$ cat src/rtl/demux_b.sv
// Clocked 1-to-2 demultiplexer: each input word is steered by sel into one of
// two independent 2-entry buffered channels with valid/ready outputs and delivered-word counters.

// Handshake (all ports): a beat transfers on a rising edge where valid && ready
// are both high; a producer holds data stable while valid && !ready.
module demux_b_chan #(
  parameter int WIDTH = 16,
  parameter int CNT_W = 8
) (
  input  logic             clk,
  input  logic             rst,
  input  logic             push_i,
  input  logic [WIDTH-1:0] din_i,
  input  logic             pop_ready_i,
  output logic [WIDTH-1:0] dout_o,
  output logic             valid_o,
  output logic             full_o,
  output logic [CNT_W-1:0] cnt_o
);
  typedef enum logic [1:0] {
    EMPTY = 2'd0,
    ONE   = 2'd1,
    FULL  = 2'd2
  } occ_e;

  occ_e             state_q, state_d;
  logic             wr_ptr_q, rd_ptr_q;
  logic [WIDTH-1:0] mem_q [2];
  logic [CNT_W-1:0] cnt_q, cnt_d;
  logic             pop;

  assign valid_o = (state_q != EMPTY);
  assign full_o  = (state_q == FULL);
  assign pop     = valid_o && pop_ready_i;
  assign dout_o  = mem_q[rd_ptr_q];
  assign cnt_o   = cnt_q;

  // Push and pop together leave occupancy unchanged; push is never offered when FULL.
  always_comb begin
    state_d = state_q;
    cnt_d   = cnt_q;
    if (push_i && !pop) begin
      if (state_q == EMPTY) state_d = ONE;
      else                  state_d = FULL;
    end else if (pop && !push_i) begin
      if (state_q == FULL) state_d = ONE;
      else                 state_d = EMPTY;
    end
    if (pop) cnt_d = cnt_q + 1'b1;
  end

  always_ff @(posedge clk) begin
    if (rst) begin
      state_q  <= EMPTY;
      wr_ptr_q <= 1'b0;
      rd_ptr_q <= 1'b0;
      mem_q[0] <= '0;
      mem_q[1] <= '0;
      cnt_q    <= '0;
    end else begin
      state_q <= state_d;
      cnt_q   <= cnt_d;
      if (push_i) begin
        mem_q[wr_ptr_q] <= din_i;
        wr_ptr_q        <= ~wr_ptr_q;
      end
      if (pop) rd_ptr_q <= ~rd_ptr_q;
    end
  end
endmodule

module demux_b #(
  parameter int WIDTH = 16,
  parameter int CNT_W = 8
) (
  input  logic             clk,
  input  logic             rst,
  input  logic             sel,
  input  logic [WIDTH-1:0] din,
  input  logic             in_valid,
  output logic             in_ready,
  output logic [WIDTH-1:0] out1,
  output logic             out1_valid,
  input  logic             out1_ready,
  output logic [WIDTH-1:0] out2,
  output logic             out2_valid,
  input  logic             out2_ready,
  output logic [CNT_W-1:0] cnt1,
  output logic [CNT_W-1:0] cnt2
);
  logic full1, full2;
  logic accept, push1, push2;

  // in_ready looks only at the selected channel's occupancy, never at the
  // consumer's ready, so a full channel cannot take a word in the cycle it drains.
  assign in_ready = !rst && (sel ? !full2 : !full1);
  assign accept   = in_valid && in_ready;
  assign push1    = accept && !sel;
  assign push2    = accept && sel;

  demux_b_chan #(.WIDTH(WIDTH), .CNT_W(CNT_W)) u_ch1 (
    .clk        (clk),
    .rst        (rst),
    .push_i     (push1),
    .din_i      (din),
    .pop_ready_i(out1_ready),
    .dout_o     (out1),
    .valid_o    (out1_valid),
    .full_o     (full1),
    .cnt_o      (cnt1)
  );

  demux_b_chan #(.WIDTH(WIDTH), .CNT_W(CNT_W)) u_ch2 (
    .clk        (clk),
    .rst        (rst),
    .push_i     (push2),
    .din_i      (din),
    .pop_ready_i(out2_ready),
    .dout_o     (out2),
    .valid_o    (out2_valid),
    .full_o     (full2),
    .cnt_o      (cnt2)
  );
endmodule

$ cat config.mk
export PLATFORM = sky130hd
export DESIGN_NAME = demux_b
export DESIGN_NICKNAME = d
export VERILOG_FILES = /design/src/rtl/demux_b.sv
export SDC_FILE = /design/constraint.sdc
export NUM_CORES = 1
export LEC_CHECK = 0
export ABC_AREA = 1
export BUFFER_PORTS_ARGS = -buffer_cell sky130_fd_sc_hd__buf_2
export CELL_PAD_IN_SITES_DETAIL_PLACEMENT = 1
export CELL_PAD_IN_SITES_GLOBAL_PLACEMENT = 1
export CORE_ASPECT_RATIO = 0.8
export CORE_MARGIN = 1
export CORE_UTILIZATION = 40
export CTS_BUF_LIST = sky130_fd_sc_hd__clkbuf_4
export DETAILED_ROUTE_END_ITERATION = 8
export PLACE_DENSITY = 0.85
export SKIP_CTS_REPAIR_TIMING = 1
export SYNTH_ARGS = -nofsm -noshare
export SYNTH_HDL_FRONTEND = slang
export SYNTH_HIERARCHICAL = 1
export SYNTH_SLANG_ARGS = --single-unit
$ cat constraint.sdc
create_clock -name clk -period 2.8 [get_ports clk]
set_input_delay 0.7 -clock clk [delete_from_list [all_inputs] [get_ports clk]]
set_output_delay 0.7 -clock clk [all_outputs]
set_load 0.02 [all_outputs]
; ---- Yosys cells after proc, flatten, opt, wreduce, memory -nomap -nowiden
; Memory sizes are Yosys's and may differ from the RTL's. A register that Yosys moved wholly into a read port is not among the register bits.
; Cells that the tools add are included.
[word_totals]
latch_bits = 0
mem_bits_ro = 0
n_memories = 2
reg_bits = 24
word_cells = 71
out_inout_bits = 51
ram_bits = 64
[memory_table]
columns = memory, depth, word_bits, rd, rd_clocked_by_memory_dff, write_ports, line_no
row1 = u_ch1.mem_q, 2, 16, 1, 1, 2, 28  ; logic [WIDTH-1:0] mem_q [2];
row2 = u_ch2.mem_q, 2, 16, 1, 1, 2, 28
[op_classes]
mul = 0
n_shift = 0
add_sub_neg = 2
div = 0
mux = 27
n_bitwise = 4
n_reduce_logical = 26
n_eq_ne = 2
magnitude_cmp = 0
[ops]
columns = cell, n
row1 = $mux W16, 2
row2 = $reduce_or A16 Y1, 2
row3 = $mux W1, 19
row4 = $add A8 B1 Y8 const B, 2
row5 = $mux W2, 6
row6 = $logic_and A1 B1 Y1, 10
row7 = $logic_not A1 Y1, 8
row8 = $reduce_bool A2 Y1, 4
row9 = $eq A2 B2 Y1 const B, 2
row10 = $logic_not A2 Y1, 2
row11 = $not A1 Y1, 4

; ---- Longest topological paths before layout
; Gate-level depths: netlist of run 1.
[depth]
ltp_word = 11
mapped_depth = 11
mapped_depth_nobuf = 11

; ---- By module
; The synthesis of run 1 kept the hierarchy.
[modules_own_cells]
columns = mod, n_inst, seq_area_each_um2, area_each_um2, cells_each
row1 = demux_b_chan, 2, 1221.2, 1993.2, 198
row2 = demux_b, 1, 0.0, 45.0, 9

; ---- Worst setup path after synthesis of run 1
; No wires, ideal clock.
[synth_timing]
kind = input -> register
startpoint = input sel
endpoint = memory u_ch1.mem_q[0][0] (enable)
path_stages = 8
path_slack_ns = 0.536
setup_ns = 0.372
arrival_time_ns = 1.892
path_cell_list = nand2_1 nand4_2 nor2_1 inv_1 nor2_1 nand2_2 buf_2 nand2_1
[synth_rtl]
columns = item, line_no
row1 = "start, declared", 78  ; input logic sel,
row2 = "end, declared", 28

==> results of run 1 <==
==> final cells by class <==
class / instances / area [um2] / share of cell area, %
multi-input combinational: 233 / 1250 / 26.7
sequential: 90 / 2440 / 52.3
inverter: 70 / 263 / 5.63
tap: 136 / 170 / 3.64
timing repair buffer: 80 / 420 / 9.00
clock buffer: 10 / 75.1 / 1.61
clock inverter: 6 / 51.3 / 1.10
==> worst max-delay path: stages, from the launching register on <==
cell and delay (ps):
dfxtp_1 810, mux2_2 430, buf_2 160
==> worst paths after layout <==
path | endpoint | slack, ps | cells past startpoint
max reg2reg | u_ch2/mem_q[0][1] | 940 | 10
min | u_ch2/rd_ptr_q | 470 | 1
max | out1[9] | 280 | 2
min reg2reg | u_ch2/rd_ptr_q | 470 | 1
==> registers in the layout, indices dropped and copies added (netlist names), named ones only <==
register        flops
u_ch1/cnt_o         8
u_ch1/mem_q        32
u_ch1/rd_ptr_q      1
u_ch1/state_q       2
u_ch1/wr_ptr_q      1
u_ch2/cnt_o         8
u_ch2/mem_q        32
u_ch2/rd_ptr_q      1
u_ch2/state_q       2
u_ch2/wr_ptr_q      1
==> per-stage QoR <==
step / hold WS (ps) / setup WS, ps / instances / area, um2 / power (mW)
floorplan: 426 / 536 / 405 / 4030 / 1.96
global placement: 436 / 667 / 609 / 4540 / 2.10
detailed placement: 455 / 591 / 609 / 4540 / 2.13
CTS: 476 / 213 / 625 / 4670 / 2.79
global route: 501 / 176 / 625 / 4670 / 2.89
finish: 475 / 278 / 625 / 4670 / 2.75
==> cells in the mapped netlist (4+ instances only) <==
master	number	area [um2]
ha_1	4	50.1
dfxtp_1	26	521
a21oi_1	12	60.1
nand4_1	4	25.0
inv_1	68	255
nand2_1	46	173
o21ai_0	12	60.1
nor2_2	4	25.0
nor2_1	99	372
buf_2	8	40.0
nand3_1	10	50.1
mux2_2	32	360
nand2_2	5	31.3
edfxtp_1	64	1920
==> per-layer routing <==
layer | wire (um) | vias to the layer above | global-route usage [%]
met3 | 356 | 10 | 4.43
li1 | - | 1451 | -
met4 | 108 | 0 | 5.63
met2 | 4740 | 65 | 34.0
met5 | 0 | - | 0
met1 | 3980 | 1424 | 20.9
==> cells by family (layout without fill, tap and decap cells) <==
kind of cell	count (synthesis)	in the layout	share of synthesized area (%)
buffers and inverters	82	166	8.44
adder cells (fa/ha/maj)	4	4	1.24
AND/OR/NAND/NOR	173	173	17.8
flip-flops	90	90	60.6
AO/OA/AOI/OAI	24	24	2.98
multiplexers	32	32	8.94
==> power groups by stage <==
| stage | Clock, mW | Combinational, mW | Sequential, mW |
|---|---|---|---|
| after floorplan | 0 | 0.390 | 1.57 |
| after global placement | 0 | 0.507 | 1.60 |
| after detailed placement | 0 | 0.526 | 1.60 |
| after CTS | 0.691 | 0.529 | 1.58 |
| after global routing | 0.736 | 0.570 | 1.58 |
| final | 0.656 | 0.521 | 1.57 |
==> summary.md, run 1 <==
| Metric | Value |
|---|---|
| DRC | 0 |
| CTS sink cnt | 90 |
| Vias in the first global route | 3041 |
| Setup crit start kind | flop |
| Starting DRT DRC Count | 56 |
| Die width | ~110 um |
| CTS tree | built |
| Area delta synth->final | 15.9% |
| Post-route minimum period | between 2000 and 3000 ps |
| Most common cell after layout, fill and taps aside | nor2_1 |
| Syn_area_per_cell | ~10 um2 |
| Pwr Density | a little under 600 nW/um2 |
| Synth Cell Area | 4030 um2 |
| Core footprint | 9730 um2 |
| Vias per cell | 4.72 |
| Combinational Power Share | 18.9% |
| Async SR Flop Fraction | 0% |
| CP Capture Type | output pin |
| Vias | ~3000 |
| Setup TNS | 0 ps |
| Clk pin slew, worst setup/hold paths | 140 ps |
| Layout Nets | between 500 and 600 |
| FILL cells | 1156 |
| EDFF count, synth | 64 |
| Leakage | 2.17 nW |
| Largest fanout on the critical path | 16 |
| Cells after Synth | between 400 and 500 |
| WP data required | roughly 2100 ps |
| Final setup violation count | 0 |
| Outcome | completed |
| Most frequent cells in the layout | 99 x nor2_1, 72 x buf_2, 68 x inv_1 |
| CTS root buf | clkbuf_4 |
| Ys Warns | 6 |
| Switching pwr | 850 uW |
| Reg2reg start | u_ch2/state_q[1] |
| Initial antenna violation count | 0 |
| Max Clock Skew | 11.1 ps |
| Seq pwr share | 57.2% |
| Layout cells sized above 1 | 29.0% |
| Worst vdd ir | 0.288 mV |
| Worst Max-Slew Pin Slew | approximately 700 ps |
| Drt pass-1 iters | 4 |
| Final core occ | 48.0% |
| Buffers on Ports | 72 |
| Post-detail-place hpwl | between 6 and 7 mm |
| Worst EP arrival | 1820 ps |
| Final period utilization | 90.1% |
| RSZ-0062 raised after global routing | no |
| Final GP Congestion | 0.789 |
| Sw Ratio | 30.9% |
| Remaining global-route overflow | 0 |
| CTS Buffer Depth | 2 |
| I/O pin cnt | 73 |
| Fmax | 0.397 GHz |
| Yosys cell types | 20 |
| Clk Latency, worst-skew pair | ~430 ps |
| Max Slew Vio Count | 0 |
| Final ANT Viol Nets | 0 |
| Endpoints failing hold | 0 |
| Slew headroom | 51.9% |
| CTS H-tree depth | 3 |
| Drt total wl | 9.18 mm |
| Gr usage total | 18.4% |
| Die area | 10500 um2 |
| First-pass GRT wire length | 14.6 mm |
| Net count after synthesis | 431 |
| Max_cap viols | 0 |
| Critical path class | flop to output pin |
| Largest net degree at the start of global routing | 18 |
| P_int | 1.90 mW |
| Seq cells post-synth | 90 |
| Row cnt | 32 |
| Synth Flop Type | edfxtp_1 |
| Worst hold path startpoint | u_ch2/rd_ptr_q |
| Sequential fraction of the synthesis area | 60.6% |
| # diodes | 0 |
| Worst min-delay path class | flop to flop |
| Initial Utilization | 41.4% |
| Wire length per cell | between 10 and 15 um |
| Die Span Y | just over 90 um |
| Clock power share | 23.9% |
| Cts bufs inserted | 9 |
No activity file was read; power rests on OpenSTA's default activity.
==> run 2: changes to the inputs <==
--- a/config.mk
+++ b/config.mk
@@ -14,6 +14,7 @@
 export CORE_UTILIZATION = 40
 export CTS_BUF_LIST = sky130_fd_sc_hd__clkbuf_4
 export DETAILED_ROUTE_END_ITERATION = 8
+export MAX_ROUTING_LAYER = met4
 export PLACE_DENSITY = 0.85
 export SKIP_CTS_REPAIR_TIMING = 1
 export SYNTH_ARGS = -nofsm -noshare
==> summary.md, run 2 (synthesized netlist as in run 1, its figures left out) <==
| Metric | Value |
|---|---|
| CTS sink cnt | 90 (unchanged) |
| CP Capture Type | output pin |
| DRC | 0 (unchanged) |
| Largest fanout on the critical path | 16 (unchanged) |
| Flop-to-flop setup slack | 930 ps (about the same) |
| Post-detail-place hpwl | 6.82 mm (unchanged) |
| I/O pin cnt | 73 (unchanged) |
| Max Slew Vio Count | 0 (unchanged) |
| Setup TNS | 0 ps (unchanged) |
| Fmax | 0.395 GHz (-0.44%) |
| Wire length per cell | 14.7 um (about the same) |
| Final ANT Viol Nets | 0 (unchanged) |
| Buffers on Ports | 72 (unchanged) |
| Setup crit start kind | flop |
| CTS Buffer Depth | 2 (unchanged) |
| Worst min-delay path class | flop to flop |
| Final GP Congestion | 0.800 (+1.4%) |
| Post-route minimum period | 2530 ps (+11.0 ps) |
| Clk Latency, worst-skew pair | 420 ps (about the same) |
| Drt pass-1 iters | 4 (unchanged) |
| Cts bufs inserted | 9 (unchanged) |
| Layout Nets | 510 (unchanged) |
| CTS tree | built |
| Area delta synth->final | 15.9% (unchanged) |
| Worst Max-Slew Pin Slew | 733 ps (+12.0 ps) |
| Die width | 114 um (unchanged) |
| Die Span Y | 91.8 um (unchanged) |
| Outcome | completed |
| Most common cell after layout, fill and taps aside | nor2_1 |
| Gr usage total | 19.0% (+0.61 points) |
| Initial antenna violation count | 0 (unchanged) |
| Pwr Density | 588 nW/um2 (-0.14%) |
| CTS root buf | clkbuf_4 |
| Core footprint | 9730 um2 (unchanged) |
| Largest net degree at the start of global routing | 18 (unchanged) |
| Die area | 10500 um2 (unchanged) |
| Layout cells sized above 1 | 29.0% (unchanged) |
| CTS H-tree depth | 3 (unchanged) |
| Vias per cell | 4.72 (unchanged) |
| Starting DRT DRC Count | 62 (+11%) |
| WP data required | 2100 ps (about the same) |
| Row cnt | 32 (unchanged) |
| Initial Utilization | 41.4% (unchanged) |
| Vias | 2950 (unchanged) |
| # diodes | 0 (unchanged) |
| Final setup violation count | 0 (unchanged) |
| Leakage | 2.17 nW (unchanged) |
| Worst EP arrival | 1830 ps (about the same) |
| Final period utilization | 90.5% (+0.39 points) |
| Drt total wl | 9.19 mm (about the same) |
| First-pass GRT wire length | 14.7 mm (about the same) |
| Max_cap viols | 0 (unchanged) |
| Worst R2R Path Depth | 10 (unchanged) |
| Worst setup margin | 267 ps (-11.0 ps) |
| Final core occ | 48.0% (unchanged) |
| Clk pin slew, worst setup/hold paths | 140 ps (about the same) |
| Critical path class | flop to output pin |
| Worst vdd ir | 0.288 mV (about the same) |
| RSZ-0062 raised after global routing | no |
| Worst slack, placed | 591 ps (unchanged) |
| Vias in the first global route | 3039 (-0.066%) |
| Biggest regs | u_ch1/mem_q: 32 flops, u_ch2/mem_q: 32 flops |
| Endpoints failing hold | 0 (unchanged) |
| Slew headroom | 51.1% (-0.80 points) |
| Max Clock Skew | 9.19 ps (-1.95 ps) |
| Remaining global-route overflow | 0 (unchanged) |
| RR Endpoint | u_ch2/mem_q[0][2] |
| Most frequent cells in the layout | 99 x nor2_1, 72 x buf_2, 68 x inv_1 |
| Reg2reg start | u_ch2/state_q[1] |
| Setup crit end | out1[9] |
## run 2: cell counts in the layout (fill, tap and decap cells not counted)
No cell type changed its count.
## run 2: worst min-delay path by stage
| stage | endpoint | slack, ps | cells after the start | from |
|---|---|---|---|---|
| after floorplan | flop | 430 | 1 | u_ch1/rd_ptr_q |
| after global placement | u_ch1/rd_ptr_q | 440 | 1 | u_ch1/rd_ptr_q |
| after detailed placement | u_ch2/rd_ptr_q | 450 | 1 | u_ch2/rd_ptr_q |
| after CTS | u_ch2/rd_ptr_q | 480 | 1 | u_ch2/rd_ptr_q |
| after global routing | u_ch2/rd_ptr_q | 500 | 1 | u_ch2/rd_ptr_q |
| final | u_ch2/rd_ptr_q | 470 | 1 | u_ch2/rd_ptr_q |
## run 2: area by class of cell
type | count | area, um2
clock inverter | 6 | 51.3
sequential | 90 | 2440
clock buffer | 10 | 75.1
tap | 136 | 170
fill | 1156 | 5060
multi-input combinational | 233 | 1250
timing repair buffer | 80 | 420
inverter | 70 | 263
## run 2: layer usage
metal  vias to the layer above  track usage (%)  wire [um]
met2                        67             33.9       4740
met4                         0             5.63        102
li1                       1452                -          -
met5                         -                -          0
met1                      1421             21.2       3990
met3                        10             4.43        353
## run 2: worst max-delay path: stages (launching register included)
cell,delay (ps)
dfxtp_1,820
mux2_2,430
buf_2,160
## run 2: power breakdown
part	internal [mW]	total [mW]	switching (mW)	leakage [nW]
clock	0.204	0.652	0.448	0.0676
combinational	0.193	0.521	0.328	1.23
sequential	1.50	1.57	0.0702	0.874
total	1.90	2.75	0.847	2.17
## run 2: stage by stage
step,hold slack (ps),instance area (um2),std cells,power [mW]
floorplan,426,4030,405,1.96
global placement,436,4540,609,2.10
detailed placement,455,4540,609,2.13
CTS,476,4670,625,2.79
global route,501,4670,625,2.89
finish,474,4670,625,2.75
